==> src/rtl/uart_core_p_if.sv <==
// Host-side FIFO and status bundle of uart_core_p.
// The core connects through the slave modport; the host side uses master.
interface uart_core_p_if #(
  parameter int unsigned DATA_W = 8
);
  logic              tx_wr;
  logic [DATA_W-1:0] tx_data;
  logic              tx_full;
  logic              tx_empty;
  logic              tx_busy;
  logic              rx_rd;
  logic [DATA_W-1:0] rx_data;
  logic              rx_valid;
  logic              rx_full;
  logic              err_clr;
  logic              rx_frame_err;
  logic              rx_parity_err;
  logic              rx_overrun;

  modport master (
    output tx_wr, tx_data, rx_rd, err_clr,
    input  tx_full, tx_empty, tx_busy, rx_data, rx_valid, rx_full,
           rx_frame_err, rx_parity_err, rx_overrun
  );

  modport slave (
    input  tx_wr, tx_data, rx_rd, err_clr,
    output tx_full, tx_empty, tx_busy, rx_data, rx_valid, rx_full,
           rx_frame_err, rx_parity_err, rx_overrun
  );
endinterface

==> src/rtl/uart_core_p.sv <==
// Parametrised UART transceiver: TX/RX FIFOs, TX serializer, RX deserializer
// with start-bit glitch rejection and sticky frame/parity/overrun flags.
module uart_core_p_fifo #(
  parameter int unsigned W     = 8,
  parameter int unsigned DEPTH = 16
) (
  input  logic         clk,
  input  logic         rst,
  input  logic         i_push,
  input  logic [W-1:0] i_data,
  input  logic         i_pop,
  output logic [W-1:0] o_head,
  output logic         o_full,
  output logic         o_empty
);
  localparam int unsigned AW = $clog2(DEPTH);
  localparam logic [AW:0] ONE = 1;

  logic [W-1:0] r_mem [DEPTH];
  logic [AW:0]  r_wp, r_rp;
  logic [W-1:0] r_head;
  logic [AW:0]  w_count;
  logic [AW-1:0] w_rp_nxt;
  logic         w_full, w_empty, w_push, w_pop;

  assign w_full   = (r_wp[AW] != r_rp[AW]) && (r_wp[AW-1:0] == r_rp[AW-1:0]);
  assign w_empty  = (r_wp == r_rp);
  assign w_push   = i_push && !w_full;
  assign w_pop    = i_pop && !w_empty;
  assign w_count  = r_wp - r_rp;
  assign w_rp_nxt = r_rp[AW-1:0] + AW'(1);

  always_ff @(posedge clk) begin
    if (w_push) r_mem[r_wp[AW-1:0]] <= i_data;
  end

  // Head is registered so it holds the last popped word once the FIFO drains.
  always_ff @(posedge clk or negedge rst) begin
    if (!rst) begin
      r_wp   <= '0;
      r_rp   <= '0;
      r_head <= '0;
    end else begin
      if (w_push) r_wp <= r_wp + ONE;
      if (w_pop)  r_rp <= r_rp + ONE;
      if (w_pop && (w_count > ONE))
        r_head <= r_mem[w_rp_nxt];
      else if (w_push && (w_empty || (w_pop && (w_count == ONE))))
        r_head <= i_data;
    end
  end

  assign o_head  = r_head;
  assign o_full  = w_full;
  assign o_empty = w_empty;
endmodule

module uart_core_p #(
  parameter int unsigned DATA_W       = 8,
  parameter int unsigned CLKS_PER_BIT = 16,
  parameter int unsigned PARITY       = 0,
  parameter int unsigned STOP_BITS    = 1,
  parameter int unsigned FIFO_DEPTH   = 16
) (
  input  logic        clk,
  input  logic        rst,
  input  logic        rcv_bit,
  output logic        xmt_bit,
  uart_core_p_if.slave bus
);
  localparam int unsigned CW  = $clog2(STOP_BITS * CLKS_PER_BIT);
  localparam int unsigned RCW = $clog2(CLKS_PER_BIT);
  localparam int unsigned BW  = $clog2(DATA_W);

  typedef enum logic [2:0] {TX_IDLE, TX_START, TX_DATA, TX_PARITY, TX_STOP} tx_state_t;
  typedef enum logic [2:0] {RX_IDLE, RX_START, RX_DATA, RX_PARITY, RX_STOP, RX_WAIT_HIGH} rx_state_t;

  logic [DATA_W-1:0] w_tx_head, w_rx_head;
  logic              w_tx_empty, w_tx_full, w_rx_empty, w_rx_full;
  logic              w_tx_pop, w_rx_push;

  uart_core_p_fifo #(.W(DATA_W), .DEPTH(FIFO_DEPTH)) u_tx_fifo (
    .clk(clk), .rst(rst), .i_push(bus.tx_wr), .i_data(bus.tx_data), .i_pop(w_tx_pop),
    .o_head(w_tx_head), .o_full(w_tx_full), .o_empty(w_tx_empty)
  );

  // ---------------- transmitter ----------------
  tx_state_t         r_tx_state, w_tx_state_n;
  logic [CW-1:0]     r_tx_cnt, w_tx_cnt_n;
  logic [BW-1:0]     r_tx_bit, w_tx_bit_n;
  logic [DATA_W-1:0] r_tx_sh, w_tx_sh_n;
  logic              r_tx_par, w_tx_par_n;
  logic              r_xmt, w_xmt_n;

  always_ff @(posedge clk or negedge rst) begin
    if (!rst) begin
      r_tx_state <= TX_IDLE;
      r_tx_cnt   <= '0;
      r_tx_bit   <= '0;
      r_tx_sh    <= '0;
      r_tx_par   <= 1'b0;
      r_xmt      <= 1'b1;
    end else begin
      r_tx_state <= w_tx_state_n;
      r_tx_cnt   <= w_tx_cnt_n;
      r_tx_bit   <= w_tx_bit_n;
      r_tx_sh    <= w_tx_sh_n;
      r_tx_par   <= w_tx_par_n;
      r_xmt      <= w_xmt_n;
    end
  end

  always_comb begin
    w_tx_state_n = r_tx_state;
    w_tx_cnt_n   = r_tx_cnt + CW'(1);
    w_tx_bit_n   = r_tx_bit;
    w_tx_sh_n    = r_tx_sh;
    w_tx_par_n   = r_tx_par;
    w_tx_pop     = 1'b0;
    w_xmt_n      = 1'b1;
    case (r_tx_state)
      TX_IDLE: begin
        w_tx_cnt_n = '0;
        if (!w_tx_empty) begin
          w_tx_pop     = 1'b1;
          w_tx_sh_n    = w_tx_head;
          w_tx_par_n   = (PARITY == 1) ? ~^w_tx_head : ^w_tx_head;
          w_tx_state_n = TX_START;
        end
      end
      TX_START: begin
        w_xmt_n = 1'b0;
        if (r_tx_cnt == CW'(CLKS_PER_BIT - 1)) begin
          w_tx_cnt_n   = '0;
          w_tx_bit_n   = '0;
          w_tx_state_n = TX_DATA;
        end
      end
      TX_DATA: begin
        w_xmt_n = r_tx_sh[0];
        if (r_tx_cnt == CW'(CLKS_PER_BIT - 1)) begin
          w_tx_cnt_n = '0;
          w_tx_sh_n  = r_tx_sh >> 1;
          if (r_tx_bit == BW'(DATA_W - 1))
            w_tx_state_n = (PARITY != 0) ? TX_PARITY : TX_STOP;
          else
            w_tx_bit_n = r_tx_bit + BW'(1);
        end
      end
      TX_PARITY: begin
        w_xmt_n = r_tx_par;
        if (r_tx_cnt == CW'(CLKS_PER_BIT - 1)) begin
          w_tx_cnt_n   = '0;
          w_tx_state_n = TX_STOP;
        end
      end
      TX_STOP: begin
        if (r_tx_cnt == CW'(STOP_BITS * CLKS_PER_BIT - 1)) begin
          w_tx_cnt_n = '0;
          if (!w_tx_empty) begin
            w_tx_pop     = 1'b1;
            w_tx_sh_n    = w_tx_head;
            w_tx_par_n   = (PARITY == 1) ? ~^w_tx_head : ^w_tx_head;
            w_tx_state_n = TX_START;
          end else begin
            w_tx_state_n = TX_IDLE;
          end
        end
      end
      default: w_tx_state_n = TX_IDLE;
    endcase
  end

  // ---------------- receiver ----------------
  logic              r_sync1, r_sync2;
  rx_state_t         r_rx_state, w_rx_state_n;
  logic [RCW-1:0]    r_rx_cnt, w_rx_cnt_n;
  logic [BW-1:0]     r_rx_bit, w_rx_bit_n;
  logic [DATA_W-1:0] r_rx_sh, w_rx_sh_n;
  logic              r_rx_par, w_rx_par_n;
  logic              r_ferr, r_perr, r_ovr;
  logic              w_set_f, w_set_p, w_set_o, w_par_bad, w_rx;

  assign w_rx = r_sync2;
  assign w_par_bad = (PARITY == 1) ? (r_rx_par != ~^r_rx_sh) :
                     (PARITY == 2) ? (r_rx_par != ^r_rx_sh)  : 1'b0;

  always_ff @(posedge clk or negedge rst) begin
    if (!rst) begin
      r_sync1    <= 1'b1;
      r_sync2    <= 1'b1;
      r_rx_state <= RX_IDLE;
      r_rx_cnt   <= '0;
      r_rx_bit   <= '0;
      r_rx_sh    <= '0;
      r_rx_par   <= 1'b0;
      r_ferr     <= 1'b0;
      r_perr     <= 1'b0;
      r_ovr      <= 1'b0;
    end else begin
      r_sync1    <= rcv_bit;
      r_sync2    <= r_sync1;
      r_rx_state <= w_rx_state_n;
      r_rx_cnt   <= w_rx_cnt_n;
      r_rx_bit   <= w_rx_bit_n;
      r_rx_sh    <= w_rx_sh_n;
      r_rx_par   <= w_rx_par_n;
      r_ferr     <= w_set_f | (r_ferr & ~bus.err_clr);
      r_perr     <= w_set_p | (r_perr & ~bus.err_clr);
      r_ovr      <= w_set_o | (r_ovr & ~bus.err_clr);
    end
  end

  always_comb begin
    w_rx_state_n = r_rx_state;
    w_rx_cnt_n   = r_rx_cnt + RCW'(1);
    w_rx_bit_n   = r_rx_bit;
    w_rx_sh_n    = r_rx_sh;
    w_rx_par_n   = r_rx_par;
    w_rx_push    = 1'b0;
    w_set_f      = 1'b0;
    w_set_p      = 1'b0;
    w_set_o      = 1'b0;
    case (r_rx_state)
      RX_IDLE: begin
        w_rx_cnt_n = '0;
        if (!w_rx) w_rx_state_n = RX_START;
      end
      RX_START: begin
        if (r_rx_cnt == RCW'(CLKS_PER_BIT / 2 - 1)) begin
          w_rx_cnt_n   = '0;
          w_rx_bit_n   = '0;
          w_rx_state_n = w_rx ? RX_IDLE : RX_DATA;
        end
      end
      RX_DATA: begin
        if (r_rx_cnt == RCW'(CLKS_PER_BIT - 1)) begin
          w_rx_cnt_n = '0;
          w_rx_sh_n  = {w_rx, r_rx_sh[DATA_W-1:1]};
          if (r_rx_bit == BW'(DATA_W - 1))
            w_rx_state_n = (PARITY != 0) ? RX_PARITY : RX_STOP;
          else
            w_rx_bit_n = r_rx_bit + BW'(1);
        end
      end
      RX_PARITY: begin
        if (r_rx_cnt == RCW'(CLKS_PER_BIT - 1)) begin
          w_rx_cnt_n   = '0;
          w_rx_par_n   = w_rx;
          w_rx_state_n = RX_STOP;
        end
      end
      RX_STOP: begin
        // A parity error discards the word but the stop bit is still judged.
        if (r_rx_cnt == RCW'(CLKS_PER_BIT - 1)) begin
          w_rx_cnt_n = '0;
          w_set_p    = w_par_bad;
          if (w_rx) begin
            if (!w_par_bad) begin
              if (w_rx_full) w_set_o   = 1'b1;
              else           w_rx_push = 1'b1;
            end
            w_rx_state_n = RX_IDLE;
          end else begin
            w_set_f      = 1'b1;
            w_rx_state_n = RX_WAIT_HIGH;
          end
        end
      end
      RX_WAIT_HIGH: begin
        w_rx_cnt_n = '0;
        if (w_rx) w_rx_state_n = RX_IDLE;
      end
      default: w_rx_state_n = RX_IDLE;
    endcase
  end

  uart_core_p_fifo #(.W(DATA_W), .DEPTH(FIFO_DEPTH)) u_rx_fifo (
    .clk(clk), .rst(rst), .i_push(w_rx_push), .i_data(r_rx_sh), .i_pop(bus.rx_rd),
    .o_head(w_rx_head), .o_full(w_rx_full), .o_empty(w_rx_empty)
  );

  assign xmt_bit           = r_xmt;
  assign bus.tx_full       = w_tx_full;
  assign bus.tx_empty      = w_tx_empty;
  assign bus.tx_busy       = (r_tx_state != TX_IDLE);
  assign bus.rx_data       = w_rx_head;
  assign bus.rx_valid      = !w_rx_empty;
  assign bus.rx_full       = w_rx_full;
  assign bus.rx_frame_err  = r_ferr;
  assign bus.rx_parity_err = r_perr;
  assign bus.rx_overrun    = r_ovr;
endmodule

==> src/flat_wrapper.sv <==
// flat-port wrapper written by rule: the top's interface ports become plain ports
module uart_core_p_flat 
#(
  parameter int unsigned DATA_W       = 8,
  parameter int unsigned CLKS_PER_BIT = 16,
  parameter int unsigned PARITY       = 0,
  parameter int unsigned STOP_BITS    = 1,
  parameter int unsigned FIFO_DEPTH   = 16
)
  (clk, rst, rcv_bit, xmt_bit, bus_tx_wr, bus_tx_data, bus_rx_rd, bus_err_clr, bus_tx_full, bus_tx_empty, bus_tx_busy, bus_rx_data, bus_rx_valid, bus_rx_full, bus_rx_frame_err, bus_rx_parity_err, bus_rx_overrun);
  uart_core_p_if #(.DATA_W(DATA_W)) bus_i ();
  input  logic clk;
  input  logic rst;
  input  logic rcv_bit;
  output logic xmt_bit;
  input wire logic [$bits(bus_i.tx_wr)-1:0] bus_tx_wr;
  input wire logic [$bits(bus_i.tx_data)-1:0] bus_tx_data;
  input wire logic [$bits(bus_i.rx_rd)-1:0] bus_rx_rd;
  input wire logic [$bits(bus_i.err_clr)-1:0] bus_err_clr;
  output wire logic [$bits(bus_i.tx_full)-1:0] bus_tx_full;
  output wire logic [$bits(bus_i.tx_empty)-1:0] bus_tx_empty;
  output wire logic [$bits(bus_i.tx_busy)-1:0] bus_tx_busy;
  output wire logic [$bits(bus_i.rx_data)-1:0] bus_rx_data;
  output wire logic [$bits(bus_i.rx_valid)-1:0] bus_rx_valid;
  output wire logic [$bits(bus_i.rx_full)-1:0] bus_rx_full;
  output wire logic [$bits(bus_i.rx_frame_err)-1:0] bus_rx_frame_err;
  output wire logic [$bits(bus_i.rx_parity_err)-1:0] bus_rx_parity_err;
  output wire logic [$bits(bus_i.rx_overrun)-1:0] bus_rx_overrun;
  assign bus_i.tx_wr = bus_tx_wr;
  assign bus_i.tx_data = bus_tx_data;
  assign bus_i.rx_rd = bus_rx_rd;
  assign bus_i.err_clr = bus_err_clr;
  assign bus_tx_full = bus_i.tx_full;
  assign bus_tx_empty = bus_i.tx_empty;
  assign bus_tx_busy = bus_i.tx_busy;
  assign bus_rx_data = bus_i.rx_data;
  assign bus_rx_valid = bus_i.rx_valid;
  assign bus_rx_full = bus_i.rx_full;
  assign bus_rx_frame_err = bus_i.rx_frame_err;
  assign bus_rx_parity_err = bus_i.rx_parity_err;
  assign bus_rx_overrun = bus_i.rx_overrun;
  uart_core_p #(.DATA_W(DATA_W), .CLKS_PER_BIT(CLKS_PER_BIT), .PARITY(PARITY), .STOP_BITS(STOP_BITS), .FIFO_DEPTH(FIFO_DEPTH)) u_core (.clk(clk), .rst(rst), .rcv_bit(rcv_bit), .xmt_bit(xmt_bit), .bus(bus_i));
endmodule
==> config.mk <==
export PLATFORM = sky130hd
export DESIGN_NAME = uart_core_p_flat
export DESIGN_NICKNAME = d
export VERILOG_FILES = /design/src/rtl/uart_core_p_if.sv /design/src/rtl/uart_core_p.sv /design/src/flat_wrapper.sv
export SDC_FILE = /design/constraint.sdc
export NUM_CORES = 1
export LEC_CHECK = 0
export CAP_MARGIN = 20
export CORE_UTILIZATION = 43
export CTS_BUF_LIST = sky130_fd_sc_hd__clkbuf_16
export DETAILED_ROUTE_END_ITERATION = 8
export SYNTH_ARGS = -nofsm -noshare
export SYNTH_HDL_FRONTEND = slang
export SYNTH_SLANG_ARGS = --single-unit
==> constraint.sdc <==
create_clock -name clk -period 3.71 [get_ports clk]
set_input_delay 0.5565 -clock clk [delete_from_list [all_inputs] [get_ports clk]]
set_output_delay 0.5565 -clock clk [all_outputs]
set_load 0.02 [all_outputs]
Yosys cells after proc, flatten, opt, wreduce, memory -nomap -nowiden
Memory sizes are Yosys's and may differ from the RTL's.
Index checks and enable logic that the tools add are counted.

operators by class
  add/subtract/negate cells = 12
  magnitude comparators = 2
  equality and inequality tests = 37
  muxes and demuxes = 61
  bitwise gates (word level) = 6
  reduce and logical (&&, ||, !) cells = 38

operator list
  operator             number
  $mux 3               20
  $mux 8               7
  $pmux 8 s3           1
  $ne 2x1->1 const B   11
  $add 5x1->5 const B  4
  $mux 1               20
  $pmux 3 s6           1
  $add 4x1->4 const B  4
  $eq 3x3->1 const B   5
  $pmux 3 s5           1
  $eq 3x2->1 const B   4
  $logic_and 1x1->1    12
  $mux 4               3
  $pmux 3 s2           2
  $pmux 4 s3           1
  $eq 5x1->1 const B   2
  $eq 5x5->1           2
  $gt 5x1->1 const B   2
  $reduce_bool 2->1    5
  $sub 5x5->5          2
  $eq 4x4->1           2
  $eq 4x4->1 const B   2
  $ne 2x2->1 const B   4
  $pmux 4 s2           1
  other kinds (23)     38

word-level totals
  register bits after elaboration = 79
  RAM bits = 256
  input port bits = 14
  word-level logic and storage cells = 179
  memories = 2

memory list
  memory                  depth  width  read ports  clocked after Yosys merged registers in  wr ports  line               RTL
  u_core.u_rx_fifo.r_mem  16     8      1           0                                        1         uart_core_p.sv:19  logic [W-1:0] r_mem [DEPTH];
  u_core.u_tx_fifo.r_mem  16     8      1           0                                        1         uart_core_p.sv:19

Logic depth before layout (Yosys ltp)
  word-level depth = 10
  gate-level depth with buffers = 10
  depth with buffers taken out = 10

Cells and area by module
A second synthesis with hierarchy kept.

unflattened totals
  cell total of the unflattened synthesis = 763
  area, all modules = 14183.6 µm²

modules (own cells, without submodules)
  module                               times used  cells an instance  area each (µm²)
  uart_core_p_fifo (u_core.u_rx_fifo)  1           290                5987.0
  uart_core_p_fifo (u_core.u_tx_fifo)  1           290                5979.5
  uart_core_p                          1           183                2217.1

Worst setup path before layout
Ideal clock, no wire load.

  kind = flip-flop to flip-flop
  from = reg u_core.u_rx_fifo.r_wp[0]
  to = reg u_core.u_rx_fifo.r_head[0] (netlist: u_core.u_rx_fifo.o_head[0])
  arrival time = 2.451 ns
  data required time = 3.585 ns
  path slack = 1.134 ns
  cell stages (with the launch flop) = 11
  path buffers = 0
  path through = dfrtp_1 inv_1 ha_1 inv_1 fa_1 a21o_1 a21oi_1 xnor2_1 nor3_1 a21oi_1 mux2_2

between the ends
  longest elaborated chain between the ends = 9
  elaborated cells on any way between the ends = 20
  classes of those cells = 1 x add/sub; 1 x order compare; 3 x eq/ne; 5 x mux; 10 x reduce/logical

RTL lines
  item                                                                 line               RTL
  start, declared                                                      uart_core_p.sv:20  logic [AW:0] r_wp, r_rp;
  start signal, assigned                                               uart_core_p.sv:44  if (w_push) r_wp <= r_wp + ONE;
  parallel branches: the longest is 9 deep, another holds $sub 5x5->5  --
  end signal, assigned                                                 uart_core_p.sv:47  r_head <= r_mem[w_rp_nxt];
  end signal, assigned                                                 uart_core_p.sv:49  r_head <= i_data;
  end, declared                                                        uart_core_p.sv:21  logic [W-1:0] r_head;

Parallel ways; which one is timed is not known.
A chain may end at the register's enable or synchronous reset.

Final worst setup path
  from = reg u_core.u_tx_fifo.r_wp[3]
  to = out bus_tx_empty

between the ends
  longest elaborated chain between the ends = 1

RTL lines
  item                    line                RTL
  start, declared         uart_core_p.sv:20
  start signal, assigned  uart_core_p.sv:44
  $eq 5x5->1              uart_core_p.sv:27   assign w_empty = (r_wp == r_rp);
  end, declared           flat_wrapper.sv:21  output wire logic [$bits(bus_i.tx_empty)-1:0] bus_tx_empty;

No other way between the ends.

==> out/qor.txt <==
DIE HEIGHT - 184 um
vias per inst - 5.34
post-synthesis sequential area ratio - 67.9%
# diodes - 0
Syn Area/Cell - 18.3 um^2
Final min period - 3.24 ns
nets - 872
Slowest cell on crit path - clkdlybuf4s50_1
clk slew on worst S/H paths - 0.06 ns
Cell Area, Synth - 14,200 um^2
CP delay by family, top - buffers and inverters
mux cell area share after synthesis - 17.5%
critical-path cell list - ha_1 -> nand4_1 -> nor2_1 -> clkdlybuf4s50_1
crit-path max FO - 6
Hold Crit Class - flip-flop to flip-flop
top post-synthesis cells by count - edfxtp_1 (256), dfrtp_1 (76), mux4_2 (42)
Slew Limit Fails - 0
yosys warns - 0
post-synthesis cell count - 778
Max-slew headroom - 37.4%
Tightest Pin Transition - 0.936 ns
Yosys top cell area share - 54.0%
largest family of logic cells by synthesized area - multiplexers
DR WL/cell - 21.5 um
DPL Wire Length - 18.3 mm
top_reg_cell synth - edfxtp_1
number of synthesized flops with an enable pin - 256
Arr. time, crit path - 2.68 ns
Site Rows - 66
share of layout cells above drive strength 1 - 18.6%
maxcap violations - 0
core area - 32,500 um^2
CP bufs+invs - 1
Die W - 184 um
# IOs - 31
Remaining DRCs - 0
setup TNS - 0 ns
WS Path Type - flip-flop to primary output
Setup Skew - 0.00904 ns
Layout area overhead - 12.6%
Worst EP required - 3.15 ns
Async S/R FF share, synth - 23.6%
Seq cells post-synth - 335
Compound-Gate Fraction of Synth Area - 2.27%
GRT overflow - 0
Antenna Violating Nets Remaining - 0
Post-Synth XOR/XNOR Area - 2.34%
Mapped Nets - 818
status - complete, no violations
Pwr per Cell Area - 759 nW/um^2
Synth cell types - 53
largest net degree at the start of global routing - 80
Fmax - 309 MHz
most common cell in the netlist - edfxtp_1
initial core utilization - 43.8%
Worst setup SP type - flip-flop
router iterations before antenna repair - 4
Synth Area in Simple Gates - 5.24%
unrepaired setup endpoints after global routing - false
CP Capture Type - primary output
Resized cells post-CTS - 0
largest area contributor in the netlist - edfxtp_1
CTS sink cnt - 335
CTS H-tree lvls - 2
PortBufs - 30
PnR Total Power - 12.2 mW
Final period util - 87.3%
Setup-failing EPs final - 0
clock buffer depth - 3
first-pass GRT wire length - 43.5 mm
worst-skew pair later-pin latency - 0.52 ns
fraction of the mapped netlist area in adder cells - 2.39%
vias post-DR - 6,941
top cells by area, synth - edfxtp_1 (54%), dfrtp_1 (13%), mux4_1 (7.0%)
Leak - 5.70 nW
GP Congestion - 0.807
CTS tree - built
VDD IR max - 0.407 mV
initial antenna violation count - 0
final hold vios - 0
final WL - 27.9 mm
global-route usage over all layers - 17.4%
root buffer cell - clkbuf_16
vias in the first global route - 7,445
CTS buffer count - 36
Max stage delay on crit path - 0.70 ns
die footprint - 33,900 um^2
initial DRC count - 390
## metal layers
| layer | up-vias | routed length (um) | track usage (%) |
|---|---|---|---|
| met1 | 3604 | 11400 | 20.8 |
| met2 | 121 | 14800 | 31.5 |
| met5 | - | 0 | 0 |
| met3 | 48 | 872 | 2.85 |
| li1 | 3168 | - | - |
| met4 | 0 | 807 | 6.43 |
## timing repair
item | 4_1_cts | 5_1_grt
hold buffers | 0 | 1
hold endpoints to repair | 0 | 8
setup buffers | 0 | 0
## where the power goes
part	internal, mW	switching [mW]	total (mW)
clock	1.87	1.39	3.26
combinational	1.97	1.92	3.89
sequential	4.59	0.435	5.02
## worst reg2reg max path, stage by stage, from the launching register on
cell	delay, ns
dfrtp_1	0.47
ha_1	0.39
nand4_1	0.15
nor2b_1	0.08
nor2b_1	0.49
nor3b_1	0.42
and2_1	0.42
## flip-flops by register name, indices dropped and copies added, names as in the netlist, 4 cells and up
name / flops
u_core.r_rx_cnt: 4
u_core.u_rx_fifo.r_rp: 5
u_core.r_tx_sh: 8
u_core.u_tx_fifo.r_mem: 128
u_core.u_rx_fifo.o_head: 8
u_core.r_tx_cnt: 4
u_core.u_tx_fifo.o_head: 8
u_core.u_rx_fifo.r_wp: 5
u_core.u_tx_fifo.r_rp: 5
u_core.u_tx_fifo.r_wp: 5
u_core.r_rx_sh: 8
u_core.u_rx_fifo.r_mem: 128
## logic make-up (layout without fill, tap and decap cells)
logic type	count (synthesis)	in the layout
flops	335	335
simple gates	147	147
mux	128	128
compound gates	55	55
buf+inv	49	128
xor+xnor	38	38
fa+ha+maj	26	26
## worst paths after layout
path | end | depth (start not counted) | slack, ns | startpoint
max in group asynchronous | u_core.u_tx_fifo.r_rp[0]$_DFFE_PN0P_ | 3 | 2.68 | rst
setup reg to reg | u_core.u_tx_fifo.r_mem[3][2]$_DFFE_PP_ | 6 | 0.94 | u_core.u_tx_fifo.r_wp[3]$_DFFE_PN0P_
min in group asynchronous | u_core.u_rx_fifo.r_rp[4]$_DFFE_PN0P_ | 2 | 0.42 | rst
hold reg to reg | u_core.r_sync2$_DFF_PN1_ | 0 | 0.36 | u_core.r_sync1$_DFF_PN1_
hold / removal | u_core.r_sync2$_DFF_PN1_ | 0 | 0.36 | u_core.r_sync1$_DFF_PN1_
setup / recovery | bus_tx_empty | 4 | 0.47 | u_core.u_tx_fifo.r_wp[3]$_DFFE_PN0P_
## layout by cell type (no fill, tap or decap), types with 6 or more instances in the layout
| cell | instances |
|---|---|
| nand3_1 | 9 |
| dfrtp_1 | 74 |
| clkdlybuf4s50_1 | 29 |
| a21oi_1 | 19 |
| nand2b_1 | 6 |
| mux2i_1 | 8 |
| mux2_2 | 36 |
| nand4_1 | 8 |
| inv_1 | 28 |
| clkinv_2 | 6 |
| nor3_1 | 8 |
| edfxtp_1 | 256 |
| nor2_1 | 38 |
| mux4_2 | 42 |
| o21ai_0 | 18 |
| xor2_1 | 13 |
| nand2_1 | 37 |
| mux4_1 | 38 |
| clkinv_1 | 6 |
| ha_1 | 24 |
| xnor2_1 | 25 |
| clkbuf_16 | 37 |
| and2_1 | 20 |
| buf_4 | 16 |
## area by class of cell
cell class              instances  area (um^2)
inverters                      18         67.6
clock buffers                  37          926
multi-input cells             394         4230
flip-flops and latches        335         9670
clock inverters                26          145
repair buffers                 47          448
well taps                     442          553
fillers                      2693        16500
## metrics by stage
stage / std cells / utilization, % / setup WS (ns) / cell area, um^2 / hold slack, ns
5_1_grt: 1299 / 49.3 / 0.356 / 16000 / 0.365
3_3_place_gp: 1234 / 45.9 / 0.969 / 14900 / 0.347
3_5_place_dp: 1234 / 45.9 / 0.945 / 14900 / 0.347
4_1_cts: 1297 / 49.2 / 0.437 / 16000 / 0.256
6_report: 1299 / 49.3 / 0.471 / 16000 / 0.355
2_1_floorplan: 778 / - / 1.13 / 14200 / 0.261
No activity file was read; power rests on OpenSTA's default activity.
